File: config.mk
export PLATFORM = sky130hd
export DESIGN_NAME = mix_sequencer_flat
export DESIGN_NICKNAME = d
export VERILOG_FILES = /design/src/rtl/mix_sequencer_if.sv /design/src/rtl/mix_sequencer.sv /design/src/flat_wrapper.sv
export SDC_FILE = /design/constraint.sdc
export NUM_CORES = 1
export LEC_CHECK = 0
export ABC_AREA = 0
export CORE_UTILIZATION = 46
export DETAILED_ROUTE_END_ITERATION = 8
export PLACE_DENSITY = 0.89
export RECOVER_POWER = 100
export SLEW_MARGIN = 20
export SYNTH_ARGS = -nofsm -noshare
export SYNTH_HDL_FRONTEND = slang
export SYNTH_SLANG_ARGS = --single-unit
File: constraint.sdc
create_clock -name clk -period 1.7 [get_ports clk]
set_input_delay 0.17 -clock clk [delete_from_list [all_inputs] [get_ports clk]]
set_output_delay 0.17 -clock clk [all_outputs]
set_load 0.05 [all_outputs]
File: src/rtl/mix_sequencer_if.sv
`default_nettype none
// +----------------------------------------------------------------------------+
// | Module   : mix_sequencer_if                                                |
// | Purpose  : Bundles the block-input and mix-selector handshakes between the |
// |            absorb source, the mix sequencer and the core round controller. |
// | Signals  : blk_data/blk_ds/blk_valid/blk_ready - input block handshake     |
// |            d/d_valid/d_ready/d_last           - mix selector handshake     |
// |            busy                               - block being sequenced      |
// | Modports : master - source/core side (drives block, consumes selectors)    |
// |            slave  - sequencer side                                         |
// | Revision : 1.0  initial release                                            |
// +----------------------------------------------------------------------------+
interface mix_sequencer_if #(
  parameter int CW  = 5,
  parameter int BLK = 128,
  parameter int DSW = 4
);
  logic [BLK-1:0]  blk_data;
  logic [DSW-1:0]  blk_ds;
  logic            blk_valid;
  logic            blk_ready;
  logic [2*CW-1:0] d;
  logic            d_valid;
  logic            d_ready;
  logic            d_last;
  logic            busy;

  modport master (
    output blk_data, blk_ds, blk_valid, d_ready,
    input  blk_ready, d, d_valid, d_last, busy
  );

  modport slave (
    input  blk_data, blk_ds, blk_valid, d_ready,
    output blk_ready, d, d_valid, d_last, busy
  );
endinterface
`default_nettype wire

File: src/rtl/mix_sequencer.sv
`default_nettype none
// +----------------------------------------------------------------------------+
// | Module   : mix_sequencer                                                   |
// | Purpose  : Accepts one absorbed block plus its domain-separation bits and  |
// |            serialises them, LSB first, into 2*CW-bit mix selectors, one    |
// |            per mix step, paced by a valid/ready handshake.                 |
// | Ports    : clk  - rising-edge clock                                        |
// |            rst  - synchronous active-high reset                            |
// |            bus  - mix_sequencer_if.slave (block in, selectors out, busy)   |
// | Revision : 1.0  initial release                                            |
// +----------------------------------------------------------------------------+
module mix_sequencer #(
  parameter int CW  = 5,
  parameter int BLK = 128,
  parameter int DSW = 4
) (
  input wire logic       clk,
  input wire logic       rst,
  mix_sequencer_if.slave bus
);

  localparam int SELW  = 2 * CW;
  localparam int NSTEP = (BLK + DSW + SELW - 1) / SELW;
  localparam int SW    = NSTEP * SELW;
  localparam int CNTW  = (NSTEP > 1) ? $clog2(NSTEP) : 1;
  localparam logic [CNTW-1:0] LAST_STEP = CNTW'(NSTEP - 1);

  typedef enum logic [0:0] {
    IDLE = 1'b0,
    MIX  = 1'b1
  } state_t;

  state_t          state_q, state_d;
  logic [SW-1:0]   sreg_q, sreg_d;
  logic [CNTW-1:0] cnt_q, cnt_d;
  logic [SELW-1:0] d_q, d_d;
  logic            d_last_q, d_last_d;
  logic            blk_ready_q, blk_ready_d;

  logic [SW-1:0]   load_w;
  logic            accept_w;
  logic            step_w;

  // Load image: block in the LSBs, domain bits directly above, zero pad on top.
  always_comb begin
    load_w              = '0;
    load_w[BLK-1:0]     = bus.blk_data;
    load_w[BLK +: DSW]  = bus.blk_ds;
  end

  // blk_ready_q is low for one cycle after reset even though the state is
  // IDLE, so accept must qualify on the registered ready, not the state alone.
  assign accept_w = (state_q == IDLE) && blk_ready_q && bus.blk_valid;
  assign step_w   = (state_q == MIX) && bus.d_ready;

  always_comb begin
    state_d     = state_q;
    sreg_d      = sreg_q;
    cnt_d       = cnt_q;
    d_d         = d_q;
    d_last_d    = d_last_q;
    blk_ready_d = blk_ready_q;
    case (state_q)
      IDLE: begin
        blk_ready_d = 1'b1;
        if (accept_w) begin
          state_d     = MIX;
          sreg_d      = load_w;
          cnt_d       = '0;
          d_d         = load_w[SELW-1:0];
          d_last_d    = (LAST_STEP == '0);
          blk_ready_d = 1'b0;
        end
      end
      MIX: begin
        if (step_w) begin
          if (cnt_q == LAST_STEP) begin
            state_d     = IDLE;
            d_d         = '0;
            d_last_d    = 1'b0;
            blk_ready_d = 1'b1;
          end else begin
            sreg_d   = sreg_q >> SELW;
            cnt_d    = cnt_q + CNTW'(1);
            // Present the next selector straight from the shifted image so
            // d stays a pure register output.
            d_d      = sreg_d[SELW-1:0];
            d_last_d = (cnt_d == LAST_STEP);
          end
        end
      end
      default: begin
        state_d     = IDLE;
        d_d         = '0;
        d_last_d    = 1'b0;
        blk_ready_d = 1'b0;
      end
    endcase
  end

  always_ff @(posedge clk) begin
    if (rst) begin
      state_q     <= IDLE;
      sreg_q      <= '0;
      cnt_q       <= '0;
      d_q         <= '0;
      d_last_q    <= 1'b0;
      blk_ready_q <= 1'b0;
    end else begin
      state_q     <= state_d;
      sreg_q      <= sreg_d;
      cnt_q       <= cnt_d;
      d_q         <= d_d;
      d_last_q    <= d_last_d;
      blk_ready_q <= blk_ready_d;
    end
  end

  assign bus.d         = d_q;
  assign bus.d_last    = d_last_q;
  assign bus.blk_ready = blk_ready_q;
  assign bus.d_valid   = (state_q == MIX);
  assign bus.busy      = (state_q == MIX);

endmodule
`default_nettype wire

File: src/flat_wrapper.sv
// flat-port wrapper written by rule: the top's interface ports become plain ports
module mix_sequencer_flat 
#(
  parameter int CW  = 5,
  parameter int BLK = 128,
  parameter int DSW = 4
)
  (clk, rst, bus_blk_data, bus_blk_ds, bus_blk_valid, bus_d_ready, bus_blk_ready, bus_d, bus_d_valid, bus_d_last, bus_busy);
  mix_sequencer_if #(.CW(CW), .BLK(BLK), .DSW(DSW)) bus_i ();
  input wire logic clk;
  input wire logic rst;
  input wire logic [$bits(bus_i.blk_data)-1:0] bus_blk_data;
  input wire logic [$bits(bus_i.blk_ds)-1:0] bus_blk_ds;
  input wire logic [$bits(bus_i.blk_valid)-1:0] bus_blk_valid;
  input wire logic [$bits(bus_i.d_ready)-1:0] bus_d_ready;
  output wire logic [$bits(bus_i.blk_ready)-1:0] bus_blk_ready;
  output wire logic [$bits(bus_i.d)-1:0] bus_d;
  output wire logic [$bits(bus_i.d_valid)-1:0] bus_d_valid;
  output wire logic [$bits(bus_i.d_last)-1:0] bus_d_last;
  output wire logic [$bits(bus_i.busy)-1:0] bus_busy;
  assign bus_i.blk_data = bus_blk_data;
  assign bus_i.blk_ds = bus_blk_ds;
  assign bus_i.blk_valid = bus_blk_valid;
  assign bus_i.d_ready = bus_d_ready;
  assign bus_blk_ready = bus_i.blk_ready;
  assign bus_d = bus_i.d;
  assign bus_d_valid = bus_i.d_valid;
  assign bus_d_last = bus_i.d_last;
  assign bus_busy = bus_i.busy;
  mix_sequencer #(.CW(CW), .BLK(BLK), .DSW(DSW)) u_core (.clk(clk), .rst(rst), .bus(bus_i));
endmodule
==> results of run 1 <==
cells by family after synthesis:
group	synth area share, %
AOI/OAI and AO/OA	31.0
xor gates and xnor gates	0.129
adders and majority gates	0.554
buffers and inverters	6.93
DFF	41.1
muxes	16.6
and+or+nand+nor	3.75
state kept, by name (all words and copies together), names as in the netlist:
name / flops
u_core.sreg_q: 122
u_core.bus.d: 10
u_core.cnt_q: 4
u_core.bus.blk_ready: 1
u_core.bus.busy: 1
u_core.bus.d_last: 1
cell type report:
cell class              instances  area share, %
clock buffers                  23           5.24
flip-flops and latches        139           29.9
well taps                     180           2.42
inverters                       4          0.161
multi-input cells             430           38.2
clock inverters                 7           1.48
repair buffers                197           22.5
metal layers:
layer / routed length [µm] / global-route usage, % / part of all wire [%]
met4: 297 / 8.36 / 1.5
met2: 9120 / 40.0 / 46
met3: 1310 / 6.00 / 6.7
met1: 8900 / 34.0 / 45
met5: 0 / 0 / 0
power groups by stage:
stage / combinational, mW / sequential [mW] / clock (mW)
after floorplan: 1.13 / 3.89 / 0
final: 1.94 / 3.80 / 3.95
after global placement: 1.88 / 3.84 / 0
after detailed placement: 1.92 / 3.86 / 0
after global routing: 2.08 / 3.83 / 4.12
after CTS: 1.94 / 3.79 / 3.98
what timing repair did:
item | in CTS | in global routing
endpoints found under the setup margin | 58 | 108
resized for setup | 12 | 8
setup buffers | 2 | 2
gates cloned | 0 | 3
worst max-delay path: cells and delay by family (launching register included):
family          cells  cell delay (ns)
compound gates      2             0.41
simple gates        1             0.12
fa+ha+maj           1             0.22
buf+inv             3             0.43
flops               1             0.33
cell usage in the layout, fill, tap and decap left out, drive strengths merged, types with 2 or more instances in the layout:
cell / n
nor3: 2
nor4b: 10
clkbuf: 29
nand2: 4
buf: 46
nor2b: 2
a311oi: 3
clkinv: 2
a211oi: 224
inv: 4
dfxtp: 139
nand2b: 2
clkdlybuf4s50: 134
a21oi: 13
ha: 3
mux2i: 112
bufinv: 4
nand3: 14
o21ai: 10
o31ai: 9
dlygate4sd2: 11
a31o: 10
through the flow:
step	setup slack [ns]	area (µm²)
after floorplan	0.0479	6770
after global placement	0.0801	8620
after detailed placement	0.00374	8620
after CTS	0.00691	9260
after global routing	0.00655	9320
final	0.0579	9320
worst paths after layout:
path | start | to | slack [ns] | cells after the start
worst max-delay path | u_core.cnt_q[1] | u_core.sreg_q[50] | 0.06 | 7
worst min register to register | u_core.sreg_q[131] | u_core.sreg_q[131] | 0.49 | 1
worst min-delay path | rst | u_core.sreg_q[116] | 0.05 | 2
worst max register to register | u_core.cnt_q[1] | u_core.sreg_q[50] | 0.06 | 7
==> run_results.csv, run 1 <==
group,metric,value,unit
run_status,status,"complete, no violations",
clock_network,tritoncts,"built",
placed_design,dpl.hpwl,12.4,mm
drt,via_count,6039,
timing,slew_viol_final,0,
floorplan,die_w,123,µm
drt,drt.antenna.violating_nets,0,
synthesis,ys.flop_type,"dfxtp_1",
critical_path,critPathRequiredTime,2.00,ns
timing,setup_viol,0,
critical_path,crit_fanout,22,
critical_path,critPathArrivalTime,1.94,ns
power_and_ir_drop,swShare,26.1,%
clock_network,clock-sinks,139,
timing,timing.hold.ws,0.0515,ns
synthesis,ys_seq_area_share,41.1,%
timing,hold_viol_final,0,
final_layout,antenna-diode-count,0,
timing,relSlewSlack,58.4,%
final_layout,seq_area,2790,µm²
critical_path,max_stage_delay,0.34,ns
timing,fin_skew,0.00801,ns
synthesis,synthesis.area,6770,µm²
final_layout,final_core_util,66.1,%
synthesis,synthesis.nets,801,
synthesis,synth-seq-cells,139,
worst_hold_path,hold_path_class,"in -> reg",
grt,grt_max_degree,62,
power_and_ir_drop,ir_drop,0.641,mV
grt,grt_pass1_vias,5768,
synthesis,yosysMostFrequentCell,"a211oi_1",
power_and_ir_drop,p_int,7.16,mW
floorplan,die_h,123,µm
synthesis,synth_edf_count,0,
drt,wirelength,19.6,mm
power_and_ir_drop,leakagePower,3.18,nW
synthesis,ys.warnings.count,0,
synthesis,ys_async_sr_fraction,0,%
drt,via_per_inst,6.16,
synthesis,synth_common_cells,"a211oi_1 (212), dfxtp_1 (139), mux2i_1 (112)",
final_layout,fin_nets,928,
power_and_ir_drop,switching_power,2.53,mW
clock_network,cts_buffers,17,
floorplan,dieArea,15200,µm²
grt,grt_use_total,25.4,%
final_layout,multi_input_area,3560,µm²
clock_network,clkSlewWorstSetupHoldPaths,0.06,ns
synthesis,postSynthCellCount,662,
timing,finalSetupTns,0,ns
grt,grt_overflow,0,
power_and_ir_drop,power.share.clock,40.8,%
floorplan,start_util,48.0,%
final_layout,drive_gt1_share,14.2,%
critical_path,crit_slowest_cell,"a211oi_1",
timing,min_period,1.64,ns
critical_path,critPathLaunchType,"flip-flop",
synthesis,syn_avg_cell_area,10.2,µm²
power_and_ir_drop,total_power,9.69,mW
power_and_ir_drop,seq_power_share,39.2,%
timing,tightest_slew,0.625,ns
final_layout,fillers,1061,
grt,grt_first_pass_wirelength,29.8,mm
drt,drtIter0Drc,548,
timing,max_freq,609,MHz
critical_path,critPathKind,"reg -> reg",
drt,drc,0,
synthesis,yosysUniqueCellTypes,37,
power_and_ir_drop,combPwrFrac,20.0,%
power_and_ir_drop,powerDensity,1040,nW/µm²
drt,first_pass_iters,4,
clock_network,hold_buffers,0,
clock_network,clockBufferDepth,2,
synthesis,synth_top_area_share,41.1,%
job,maxCapViolCount,0,
clock_network,clk_latency,0.42,ns
placed_design,routabilityCongestion,0.792,
synthesis,synth_top_cell_by_area,"dfxtp_1",
critical_path,crit_chain,"inv_1, ha_2, nand3_4, buf_4, clkbuf_16, a211oi_1, a211oi_2",
floorplan,coreArea,14100,µm²
final_layout,syn2layout_area_growth,37.6,%
placed_design,dp_cells,943,
clock_network,cts_max_level,4,
final_layout,stdcell_count,980,
critical_path,endpoint_kind,"flip-flop",
floorplan,io_pins,150,
clock_network,cts_root_buf,"clkbuf_16",
grt,antenna_found_initial,0,
placed_design,io_buffer_count,149,
timing,timing.final.crit_share,96.6,%
synthesis,synth_area_leaders,"dfxtp_1 (41%), a211oi_1 (24%), mux2i_1 (17%)",
timing,rsz0062_at_grt,"no",
floorplan,rows,43,
drt,wire_per_inst,20.0,µm
(Power assumes the default switching activity.)
==> inputs of run 2 (changes only) <==
==> constraint.sdc (replaced) <==
create_clock -name clk -period 1.5 [get_ports clk]
set_input_delay 0.15 -clock clk [delete_from_list [all_inputs] [get_ports clk]]
set_output_delay 0.15 -clock clk [all_outputs]
set_load 0.05 [all_outputs]
==> run 2 against run 1 <==
The flow now finishes with violations (setup timing). Non-clock buffer count fell by 4. Highest routed layer unchanged. Count of clock-buffer cells in the layout fell by 1. First-iteration DRC count fell by 4.6%. Via count rose by 1.3%. Worst setup slack got worse by 0.10 ns.
==> run_results.csv, run 2 (synthesis results as in run 1) <==
group,metric,value,unit
floorplan,start_util,48.0,%
grt,antenna_found_initial,0,
critical_path,timing.rr.start,"u_core.cnt_q[1]",
floorplan,die_h,123,µm
final_layout,syn2layout_area_growth,38.8,%
final_layout,drive_gt1_share,22.2,%
drt,wirelength,19.3,mm
worst_hold_path,hold-path-cell-count,2,
critical_path,critPathLaunchType,"flip-flop",
clock_network,cts_buffers,17,
power_and_ir_drop,ir_drop,0.809,mV
timing,fin_skew,0.00790,ns
worst_hold_path,min_to,"u_core.cnt_q[1]",
critical_path,critPathArrivalTime,1.84,ns
final_layout,final_cell_mix,"a211oi_1 (158), dfxtp_1 (135), clkdlybuf4s50_1 (134), mux2i_1 (112), a211oi_2 (66)",
grt,grt_max_degree,69,
run_status,violations,"setup timing",
final_layout,finalInstanceArea,9400,µm²
placed_design,routabilityCongestion,0.816,
timing,min_period,1.54,ns
grt,grt_use_total,24.4,%
critical_path,endpoint_kind,"flip-flop",
timing,slew_viol_final,0,
timing,rsz0062_at_grt,"yes",
critical_path,critPathKind,"reg -> reg",
worst_hold_path,hold_path_class,"in -> reg",
floorplan,coreArea,14100,µm²
timing,tightest_slew,0.490,ns
run_status,status,"finished, violations left",
floorplan,io_pins,150,
power_and_ir_drop,leakagePower,3.13,nW
power_and_ir_drop,powerDensity,1100,nW/µm²
worst_hold_path,worstHoldStart,"rst",
clock_network,cts_root_buf,"clkbuf_16",
drt,drtIter0Drc,523,
floorplan,rows,43,
final_layout,largest_reg_flops,122,
critical_path,reg2reg_depth,6,
clock_network,tritoncts,"built",
grt,grt_first_pass_wirelength,28.8,mm
placed_design,io_buffer_count,149,
clock_network,cts_max_level,4,
final_layout,regMostFlops,"u_core.sreg_q",
timing,setup_viol,1,
timing,relSlewSlack,67.3,%
job,maxCapViolCount,0,
critical_path,critPathRequiredTime,1.79,ns
floorplan,die_w,123,µm
floorplan,dieArea,15200,µm²
final_layout,final_common_cell,"a211oi_1",
drt,wire_per_inst,19.7,µm
grt,grt_overflow,0,
placed_design,dpl.hpwl,11.9,mm
timing,timing.final.crit_share,103,%
final_layout,fin_nets,925,
clock_network,hold_buffers,0,
drt,first_pass_iters,4,
timing,layout_setup_ws,-0.0434,ns
drt,drc,0,
grt,grt_pass1_vias,5676,
final_layout,antenna-diode-count,0,
clock_network,clock-sinks,139,
timing,hold_viol_final,0,
clock_network,clkSlewWorstSetupHoldPaths,0.06,ns
clock_network,clockBufferDepth,2,
drt,drt.antenna.violating_nets,0,
timing,finalSetupTns,-0.0434,ns
clock_network,clk_latency,0.42,ns
final_layout,final_core_util,66.7,%
drt,via_count,6119,
critical_path,rrSetupSlack,-0.04,ns
critical_path,crit_fanout,43,
critical_path,rr_endpoint,"u_core.sreg_q[119]",
drt,via_per_inst,6.26,
timing,max_freq,648,MHz
placed_design,placed_cell_area,8520,µm²
## run 2: power breakdown
group | internal [mW] | switching (mW) | total [mW]
Sequential | 4.07 | 0.239 | 4.31
Combinational | 1.17 | 1.18 | 2.35
Clock | 2.16 | 1.54 | 3.70
## run 2: per-stage QoR
| step | setup slack, ns | hold slack, ns | power [mW] | instances |
|---|---|---|---|---|
| after global routing | -0.0766 | 0.0835 | 10.8 | 978 |
| after global placement | -0.102 | 0.467 | 6.43 | 939 |
| after CTS | -0.0248 | 0.0643 | 10.2 | 970 |
| after detailed placement | -0.157 | 0.465 | 6.48 | 939 |
| after floorplan | -0.00526 | 0.330 | 5.70 | 662 |
| final | -0.0434 | 0.0944 | 10.4 | 978 |
## run 2: critical path, stage by stage (launching register included)
cell,delay [ns]
dfxtp_2,0.32
inv_2,0.07
ha_4,0.15
nand3_4,0.14
buf_12,0.23
a211oi_1,0.42
a211oi_2,0.08
## run 2: cell type report
type	instances	area (µm²)
sequential	139	2790
multi-input combinational	431	3860
inverter	4	15.0
clock inverter	9	48.8
timing repair buffer	193	2000
clock buffer	22	464
tap	180	225
fill	1053	4700
## run 2: timing repair
action / 4_1_cts / 5_1_grt
gates resized for setup: 0 / 61
gates cloned: 0 / 4
pin swaps: 3 / 10
endpoints found under the setup margin: 83 / 118
buffers inserted: 0 / 4
## run 2: per-layer routing
layer	GRT usage (%)	up-vias	part of all wire, %
met3	5.72	24	5.8
met5	0	-	0
met2	36.0	232	47
met1	34.0	2990	46
met4	9.71	0	1.4
li1	-	2873	-
## run 2: worst max-delay path by stage
stage,start,end,slack [ns],cells after the start
floorplan,u_core.cnt_q[1],u_core.sreg_q[50],-0.005,8
global placement,bus_d_ready,u_core.sreg_q[117],-0.10,5
detailed placement,bus_d_ready,u_core.sreg_q[93],-0.16,5
CTS,u_core.cnt_q[1],u_core.sreg_q[93],-0.02,6
global route,u_core.cnt_q[1],u_core.sreg_q[119],-0.08,6
finish,u_core.cnt_q[1],u_core.sreg_q[119],-0.04,6
